**src/rtl/rom_arb_pkg.sv**
```systemverilog
// Shared types and constants for the rom16 round-robin arbiter.
// Optional feature macro: ROM_ARB_HIPRI_EN (fixed top priority for requester 0).
package rom_arb_pkg;

   // Largest supported requester count; sizes every index and pointer.
   localparam int MAX_N_REQ = 8;

   // Width of the ROM latency down-counter (ROM_LAT is 1..7).
   localparam int LAT_W = 3;

   // Width of requester indices and the round-robin pointer.
   localparam int IDX_W = $clog2(MAX_N_REQ);

   // Arbiter sequencing states.
   typedef enum logic [1:0] {
      IDLE = 2'd0,
      WAIT = 2'd1,
      RESP = 2'd2
   } state_t;

endpackage

```
**src/rtl/rom16_arbiter_rr_pick.sv**
```systemverilog
// Combinational round-robin priority encoder: the search begins at ptr and
// wraps around modulo N_REQ; the first active request wins.
module rr_pick
   import rom_arb_pkg::*;
#(
   parameter int N_REQ = 4
) (
   input  logic [N_REQ-1:0] req,
   input  logic [IDX_W-1:0] ptr,
   output logic [IDX_W-1:0] winner,
   output logic             any_vld
);

   // Walk the requests from ptr upward, wrapping once, and keep the first hit.
   always_comb begin
      int idx;
      idx     = 0;
      winner  = '0;
      any_vld = 1'b0;
      for (int off = 0; off < N_REQ; off++) begin
         idx = int'(ptr) + off;
         if (idx >= N_REQ) begin
            idx = idx - N_REQ;
         end
         if (!any_vld && req[idx]) begin
            any_vld = 1'b1;
            winner  = IDX_W'(idx);
         end
      end
   end

endmodule

```
**src/rtl/rom16_arbiter.sv**
```systemverilog
// Round-robin arbiter sharing one clocked rom16 lookup between N_REQ
// requesters. One access at a time: grant, drive rom_addr, wait ROM_LAT
// clocks, return data with a single-cycle one-hot ack.
// Optional feature macro: ROM_ARB_HIPRI_EN -- requester 0 always wins when
// it requests; the remaining requesters rotate among themselves.
module rom16_arbiter
   import rom_arb_pkg::*;
#(
   parameter int N_REQ   = 4,
   parameter int ADDR_W  = 4,
   parameter int DATA_W  = 1,
   parameter int ROM_LAT = 1
) (
   input  logic                      CLOCK_50,
   input  logic                      RESET_N,
   input  logic [N_REQ-1:0]          req,
   input  logic [N_REQ*ADDR_W-1:0]   req_addr,
   output logic [N_REQ-1:0]          ack,
   output logic [DATA_W-1:0]         rsp_data,
   output logic                      busy,
   output logic [ADDR_W-1:0]         rom_addr,
   input  logic [DATA_W-1:0]         rom_data
);

   state_t             state;
   logic [IDX_W-1:0]   ptr;
   logic [IDX_W-1:0]   grant_idx;
   logic [LAT_W-1:0]   lat_cnt;

   logic [N_REQ-1:0]   pick_req;
   logic [IDX_W-1:0]   rr_idx;
   logic               rr_vld;
   logic [IDX_W-1:0]   sel_idx;
   logic               sel_vld;
   logic [ADDR_W-1:0]  sel_addr;

   // One-hot decode of a requester index into an ack vector.
   function automatic logic [N_REQ-1:0] idx_onehot(input logic [IDX_W-1:0] idx);
      logic [N_REQ-1:0] v;
      v = '0;
      for (int i = 0; i < N_REQ; i++) begin
         if (idx == IDX_W'(i)) begin
            v[i] = 1'b1;
         end
      end
      return v;
   endfunction

   // Pointer that follows a grant: (idx + 1) mod N_REQ.
   function automatic logic [IDX_W-1:0] ptr_after(input logic [IDX_W-1:0] idx);
      if (idx == IDX_W'(N_REQ - 1)) begin
         return '0;
      end
      return idx + IDX_W'(1);
   endfunction

`ifdef ROM_ARB_HIPRI_EN
   // Requester 0 is handled outside the rotation; the encoder sees 1..N_REQ-1 only.
   assign pick_req = {req[N_REQ-1:1], 1'b0};
   assign sel_idx  = req[0] ? '0 : rr_idx;
   assign sel_vld  = req[0] | rr_vld;
`else
   assign pick_req = req;
   assign sel_idx  = rr_idx;
   assign sel_vld  = rr_vld;
`endif

   rr_pick #(
      .N_REQ   (N_REQ)
   ) u_pick (
      .req     (pick_req),
      .ptr     (ptr),
      .winner  (rr_idx),
      .any_vld (rr_vld)
   );

   // Route the winning requester's address slice toward the ROM address register.
   always_comb begin
      sel_addr = '0;
      for (int i = 0; i < N_REQ; i++) begin
         if (sel_idx == IDX_W'(i)) begin
            sel_addr = req_addr[i*ADDR_W +: ADDR_W];
         end
      end
   end

   // Arbiter FSM with registered grant, address, latency count, ack, data and busy.
   always_ff @(posedge CLOCK_50 or negedge RESET_N) begin
      if (!RESET_N) begin
         state     <= IDLE;
         ack       <= '0;
         rsp_data  <= '0;
         rom_addr  <= '0;
         ptr       <= '0;
         grant_idx <= '0;
         lat_cnt   <= '0;
         busy      <= 1'b0;
      end else begin
         case (state)
            IDLE: begin
               if (sel_vld) begin
                  grant_idx <= sel_idx;
                  rom_addr  <= sel_addr;
                  lat_cnt   <= LAT_W'(ROM_LAT);
                  busy      <= 1'b1;
                  state     <= WAIT;
               end
            end
            WAIT: begin
               lat_cnt <= lat_cnt - LAT_W'(1);
               if (lat_cnt == LAT_W'(1)) begin
                  rsp_data <= rom_data;
                  ack      <= idx_onehot(grant_idx);
`ifdef ROM_ARB_HIPRI_EN
                  // Grants to requester 0 leave the rotation among the others untouched.
                  if (grant_idx != '0) begin
                     ptr <= ptr_after(grant_idx);
                  end
`else
                  ptr      <= ptr_after(grant_idx);
`endif
                  state    <= RESP;
               end
            end
            RESP: begin
               ack      <= '0;
               rsp_data <= '0;
               busy     <= 1'b0;
               state    <= IDLE;
            end
            default: begin
               ack      <= '0;
               rsp_data <= '0;
               busy     <= 1'b0;
               state    <= IDLE;
            end
         endcase
      end
   end

endmodule

```
**config.mk**
```make
export PLATFORM = sky130hd
export DESIGN_NAME = rom16_arbiter
export DESIGN_NICKNAME = d
export VERILOG_FILES = /design/src/rtl/rom_arb_pkg.sv /design/src/rtl/rom16_arbiter_rr_pick.sv /design/src/rtl/rom16_arbiter.sv
export SDC_FILE = /design/constraint.sdc
export NUM_CORES = 1
export LEC_CHECK = 0
export CORE_ASPECT_RATIO = 1.2
export CORE_MARGIN = 2
export CORE_UTILIZATION = 45
export DETAILED_ROUTE_END_ITERATION = 8
export GPL_TIMING_DRIVEN = 0
export PLACE_DENSITY = 0.76
export SLEW_MARGIN = 25
export SYNTH_ARGS = -nofsm -noshare
export SYNTH_HDL_FRONTEND = slang
export SYNTH_SLANG_ARGS = --single-unit
```
**constraint.sdc**
```tcl
create_clock -name CLOCK_50 -period 3.2 [get_ports CLOCK_50]
set_input_delay 0.8 -clock CLOCK_50 [delete_from_list [all_inputs] [get_ports CLOCK_50]]
set_output_delay 0.8 -clock CLOCK_50 [all_outputs]
set_load 0.01 [all_outputs]
```
==> results.md, run 1 <==
- Count of different cell masters after synthesis: 32
- Largest cells by area after synthesis: dfrtp_1 37%, ha_1 11%, mux4_2 9.4%
- Syn. warnings: 0
- RSZ-0062 raised after global routing: no
- WP buf/inv: 3
- Initial DRC count: 23
- Slew Limit Fails: 0
- CP max FO: 10
- FFs w/ async S/R, synth: 100%
- Core box area: approximately 3100 µm²
- Fillers: 251
- CP Launch Type: flop
- Chip height: around 66 µm
- FF/Latch Area: approximately 530 µm²
- Dpl hpwl: about 2.5 mm
- Slew headroom: approximately two thirds
- Wirelength, routed: roughly 3.1 mm
- Syn-to-layout area delta: 30.3%
- Req. time, crit path: 3.39 ns
- Status: finished, final reports clean
- Largest area contributor in the netlist: dfrtp_1
- DRT Pass-1 Iters: 4
- Initial antenna violation count: 0
- Drt via density: between 5 and 6
- Placed Instances: around 200
- Fin worst setup slack: between 0.1 and 0.15 ns
- Layout Cells excl Fill: just over 200
- IO Count: 33
- Number of port buffers: 32
- Crit Path Category: flop to flop
- Crit path max-delay family: multiplexers
- GR peak layer: met2
- Crit path time final: approximately 3 ns
- Critical path's slowest cell: mux4_2
- Seq cells post-synth: 21
- Largest net degree at the start of global routing: 22
- Die Wd: roughly 55 µm
- Slew @ Worst Pin: around 0.48 ns
- Fin crit share: 95.4%
- Mean post-synth cell area: ~11 µm²
- Most frequent CP cell: mux4_2
- CTS Root Cell: clkbuf_4
- Worst setup EP type: flop
- Worst skew pair latency: 0.30 ns
- Max incr delay on CP: approximately 0.60 ns
- CP Data Arrival Time: about 3.2 ns
- Flop2flop setup slack: around 0.15 ns
- Worst VDD drop: 611 µV
- Worst-path clk slew: between 0.1 and 0.15 ns
- CTS Sinks: 21
- Gr usage total: between 10% and 20%
- Synth Instances: roughly 130
- Final setup fails: 0
- Sequential area share after synthesis: between 30 and 40%
- Clock Path Buffers: 2
- Skew final: just under 0.008 ns
- Area of the multi-input gates: between 800 and 900 µm²
- H-tree Lvls: 1
- Met1 usage: 22.2%
- Antenna Diode Count: 0
- Synthesized area: ~1400 µm²
- P_leak: 0.802 nW
- PD cells: 989 nW/µm²
- Routability cong.: 0.743
- Worst r2r path cells: 10
- Max-capacitance violation count: 0
- Synth top area share: 36.7%
- CTS tree: built
- Routed Antenna Nets: 0
- Pre-CTS setup slack: -0.154 ns
- Number of flops mapped to enable cells by yosys: 0
- CTS Buf Count: 3
- GRT met3 Usage: under 10%
- Die area: roughly 3600 µm²
- # hold bufs at CTS: 0
- Layout net count: approximately 210
- Worst-path cell chain: buf_6 > buf_4 > clkinvlp_4 > ha_4 > mux4_2 > nor2b_4 > o21ai_4 > nand2_2 > mux4_2 > a22o_1
- First-pass GRT wire length: roughly 5.4 mm
- Worst min path class: primary input to async pin
- # DRC: 0
- Total Neg Setup Slack: 0 ns
- Vias in the first global route: 1194
- DR WL/cell: about 15 µm
- Number of stages on the worst setup path: 10
- Top_reg_cell synth: dfrtp_1
- Synth Net Count: between 150 and 200
- Layout cells sized above 1: between 10% and 20%
- Fmax: between 300 and 400 MHz
- Hold Violations, Final: 0
- Overflow after GRT: 0
- # rows: 22
- Met2 usage: between 30% and 40%
- Starting Density: a little under half
- Via count: 1160
[sequential cells by signal (all words and copies together), names as in the netlist]
register / count
ack: 4
busy: 1
grant_idx: 3
lat_cnt: 3
ptr: 3
rom_addr: 4
rsp_data: 1
state: 2
[final timing paths]
check,startpoint,endpoint
min,RESET_N,ack[2]
max reg2reg,ptr[0],rom_addr[0]
max in group asynchronous,RESET_N,lat_cnt[1]
min in group CLOCK_50,rom_addr[2],rom_addr[2]
max,ptr[0],rom_addr[0]
min reg2reg,rom_addr[2],rom_addr[2]
[what timing repair did]
| action | CTS | global route |
|---|---|---|
| setup endpoints to repair | 10 | 10 |
| cloned | 0 | 0 |
| buffers inserted | 0 | 2 |
| resized for setup | 2 | 6 |
[cell type report]
type                       instances  area share [%]
inverter                          11            2.41
tap                               36            2.41
buffer                             3            1.27
multi-input combinational         96            46.6
timing repair buffer              34            17.7
sequential                        21            28.2
clock buffer                       4            1.41
[kinds of logic after synthesis]
| family | Yosys count | share of synthesized area [%] |
|---|---|---|
| and+or+nand+nor | 33 | 12.0 |
| buffers and inverters | 14 | 4.37 |
| muxes | 12 | 14.9 |
| AOI/OAI and AO/OA | 34 | 18.3 |
| DFF | 21 | 36.7 |
| xor gates and xnor gates | 4 | 2.45 |
| adders and majority gates | 13 | 11.4 |
[placed cells by master, fill, tap and decap left out, drive strengths merged, types with 6 or more instances in the layout]
cell type and instances:
clkdlybuf4s50 31, nand3 6, a21oi 6, nand2 12, dfrtp 21, a22o 8
o21ai 10, inv 10, buf 6, ha 13, mux4 7
[layer usage]
| metal | share of wire [%] | vias to the layer above |
|---|---|---|
| met2 | 54 | 26 |
| met5 | 0 | - |
| li1 | - | 555 |
| met3 | 2.7 | 6 |
| met4 | 1.3 | 0 |
| met1 | 42 | 573 |
[metrics by stage]
| step | hold WS [ns] | power, mW | util (%) | cell area, µm² |
|---|---|---|---|---|
| after detailed placement | 0.483 | 1.65 | 58.8 | 1800 |
| after global placement | 0.458 | 1.58 | 58.8 | 1800 |
| after floorplan | 0.443 | 1.32 | - | 1430 |
| after global routing | 0.452 | 2.02 | 61.1 | 1870 |
| after CTS | 0.509 | 1.80 | 60.0 | 1830 |
| final | 0.429 | 1.85 | 61.1 | 1870 |
[where the power goes]
group,total [mW],switching [mW],leakage (nW),internal [mW]
sequential,0.476,0.0999,0.265,0.376
clock,0.123,0.0748,0.0150,0.0486
combinational,1.25,0.633,0.522,0.613
[Yosys cell counts, types with 2 or more instances]
| cell type | n |
|---|---|
| o21ai_0 | 8 |
| nor2b_1 | 4 |
| nand2b_1 | 2 |
| a21oi_1 | 6 |
| dfrtp_1 | 21 |
| mux2i_1 | 4 |
| o211ai_2 | 2 |
| nand2_1 | 11 |
| a22o_1 | 8 |
| xnor2_1 | 4 |
| ha_1 | 13 |
| o221ai_1 | 3 |
| buf_2 | 2 |
| mux4_2 | 6 |
| nor2_1 | 5 |
| nand3_1 | 6 |
| inv_1 | 11 |
Note: power is estimated with default switching activity, not from simulation.
==> inputs of run 2 (changes only) <==
--- a/config.mk
+++ b/config.mk
@@ -6,7 +6,6 @@
 export NUM_CORES = 1
 export LEC_CHECK = 0
 export CORE_ASPECT_RATIO = 1.2
-export CORE_MARGIN = 2
 export CORE_UTILIZATION = 45
 export DETAILED_ROUTE_END_ITERATION = 8
 export GPL_TIMING_DRIVEN = 0
==> results.md, run 2 (synthesized netlist as in run 1, its figures left out) <==
- Worst VDD drop: 599 µV (was 611 µV)
- Worst-path clk slew: 0.11 ns (about the same)
- IO Count: 33 (unchanged)
- Crit Path Category: flop to flop (unchanged)
- Leading cell types in the layout, fill and taps excluded: 32 x clkdlybuf4s50_1, 21 x dfrtp_1, 12 x ha_1, 11 x inv_1, 11 x nand2_1 (was 31 x clkdlybuf4s50_1, 21 x dfrtp_1, 12 x ha_1, 11 x nand2_1, 10 x inv_1)
- Power Total: 1.77 mW (was 1.85 mW)
- Fin crit share: 95.0% (was 95.4%)
- WHS Path Cells: 1
- Initial antenna violation count: 0 (unchanged)
- P_leak: 0.792 nW (was 0.802 nW)
- Die area: 3410 µm² (was 3650 µm²)
- RSZ-0062 raised after global routing: yes (was no)
- Total Neg Setup Slack: 0 ns (unchanged)
- First-pass GRT wire length: 4.93 mm (was 5.41 mm)
- Gr usage total: 19.0% (was 18.4%)
- Drt via density: 5.68 (was 5.66)
- Number of port buffers: 32 (unchanged)
- Slew Limit Fails: 0 (unchanged)
- DR WL/cell: 14.4 µm (was 15.3 µm)
- # rows: 22 (unchanged)
- Status: finished, final reports clean (unchanged)
- Placed Instances: 199 (unchanged)
- Worst skew pair latency: 0.29 ns (was 0.30 ns)
- Initial DRC count: 15 (was 23)
- Dpl hpwl: 2.32 mm (was 2.46 mm)
- PD cells: 965 nW/µm² (was 989 nW/µm²)
- Crit path launch: ptr[0] (unchanged)
- Reg-to-Reg Start: ptr[0] (unchanged)
- Skew final: 0.00259 ns (was 0.00782 ns)
- Starting Density: 46.8% (unchanged)
- Layout Cells excl Fill: 203 (was 205)
- Worst setup path endpoint: rom_addr[0] (unchanged)
- Slew headroom: 40.1% (was 67.9%)
- CTS Sinks: 21 (unchanged)
- CTS Buf Count: 3 (unchanged)
- Chip height: 63.8 µm (was 65.8 µm)
- Overflow after GRT: 0 (unchanged)
- CP max FO: 10 (unchanged)
- Clock Path Buffers: 2 (unchanged)
- Max incr delay on CP: 0.61 ns (was 0.60 ns)
- CP Data Arrival Time: 3.23 ns (was 3.24 ns)
- Flop2flop setup slack: 0.16 ns (was 0.15 ns)
- CP Launch Type: flop (unchanged)
- Vias in the first global route: 1123 (was 1194)
- Layout net count: 204 (was 206)
- Routability cong.: 0.809 (was 0.743)
- Crit path time final: 3.04 ns (was 3.05 ns)
- Worst min path class: flop to flop (was primary input to async pin)
- Worst-path cell chain: buf_6 > clkbuf_4 > inv_1 > ha_4 > mux4_2 > nor2_1 > nand4b_1 > o211ai_2 > mux4_2 > a22o_1 (was buf_6 > buf_4 > clkinvlp_4 > ha_4 > mux4_2 > nor2b_4 > o21ai_4 > nand2_2 > mux4_2 > a22o_1)
- CTS tree: built (unchanged)
- Critical path's slowest cell: mux4_2 (unchanged)
- Worst r2r path cells: 10 (unchanged)
- Max-capacitance violation count: 0 (unchanged)
- Req. time, crit path: 3.39 ns (about the same)
- Biggest regs: ack x4, rom_addr x4 (unchanged)
- Most frequent CP cell: mux4_2 (unchanged)
- Wire length on met2: 1.56 mm (was 1.70 mm)
- Reg2reg end: rom_addr[0] (unchanged)
- Uppermost layer routed: met4 (unchanged)
- # DRC: 0 (unchanged)
- Met3 WL: 66 µm (was 83 µm)
- Die Wd: 53.5 µm (was 55.5 µm)
- CTS Root Cell: clkbuf_4 (unchanged)
- Most common cell after layout, fill and taps aside: clkdlybuf4s50_1 (unchanged)
- Wirelength, routed: 2.93 mm (was 3.13 mm)
- H-tree Lvls: 1 (unchanged)
- Slew @ Worst Pin: 0.895 ns (was 0.480 ns)
- Syn-to-layout area delta: 28.1% (was 30.3%)
- Met1 WL: 1.30 mm (about the same)
- Final setup fails: 0 (unchanged)
- Core box area: 3060 µm² (unchanged)
- Fmax: 329 MHz (was 328 MHz)
- DRT Pass-1 Iters: 4 (unchanged)
- Hold Violations, Final: 0 (unchanged)
- Layout cells sized above 1: 13.2% (was 16.6%)
- Antenna Diode Count: 0 (unchanged)
- Largest net degree at the start of global routing: 22 (unchanged)
- Via count: 1153 (was 1160)
- Worst setup EP type: flop (unchanged)
- Routed Antenna Nets: 0 (unchanged)
## run 2: per-stage QoR
step                      setup slack (ns)  utilization [%]  hold slack [ns]  instance area, µm²
final                                0.159             60.0            0.500                1830
after global routing               -0.0186             60.0            0.521                1830
after CTS                           0.0849             60.0            0.505                1830
after detailed placement           -0.0964             58.8            0.490                1800
after global placement             -0.0537             58.8            0.457                1800
after floorplan                      0.182                -            0.443                1430
## run 2: per-layer routing
metal	global-route usage, %	vias to the layer above
met1	25.2	577
met3	0.714	2
li1	-	555
met5	0	-
met4	4.93	0
met2	32.8	19
## run 2: how the worst min path moves through the flow
stage / startpoint / end / slack, ns
detailed placement: lat_cnt[0] / lat_cnt[0] / 0.49
CTS: lat_cnt[0] / lat_cnt[0] / 0.51
floorplan: lat_cnt[0] / lat_cnt[0] / 0.44
global route: lat_cnt[0] / lat_cnt[0] / 0.52
global placement: lat_cnt[0] / lat_cnt[0] / 0.46
finish: lat_cnt[0] / lat_cnt[0] / 0.50
## run 2: power breakdown
group	switching, mW	total (mW)	leakage (nW)	internal, mW
logic	0.590	1.17	0.512	0.580
registers	0.102	0.478	0.265	0.377
clock network	0.0730	0.121	0.0150	0.0484
## run 2: final cells by class
type                            count  area (µm²)
Buffer                              3        23.8
Multi-Input combinational cell     96         852
Sequential cell                    21         526
Inverter                           11        41.3
Fill cell                         264        1220
Tap cell                           36        45.0
Clock buffer                        4        26.3
Timing Repair Buffer               32         320
## run 2: timing repair
item	CTS	global route
buffers inserted	0	0
gates resized for setup	2	1
endpoints found under the setup margin	10	10
hold endpoints to repair	0	0
hold buffers	0	0
## run 2: critical path: cells and delay by family (launching register included)
| family | cells | cell delay, ns |
|---|---|---|
| flip-flops | 1 | 0.40 |
| adder cells (fa/ha/maj) | 1 | 0.33 |
| AO/OA/AOI/OAI | 2 | 0.38 |
| multiplexers | 2 | 0.98 |
| AND/OR/NAND/NOR | 2 | 0.35 |
| buffers and inverters | 3 | 0.51 |
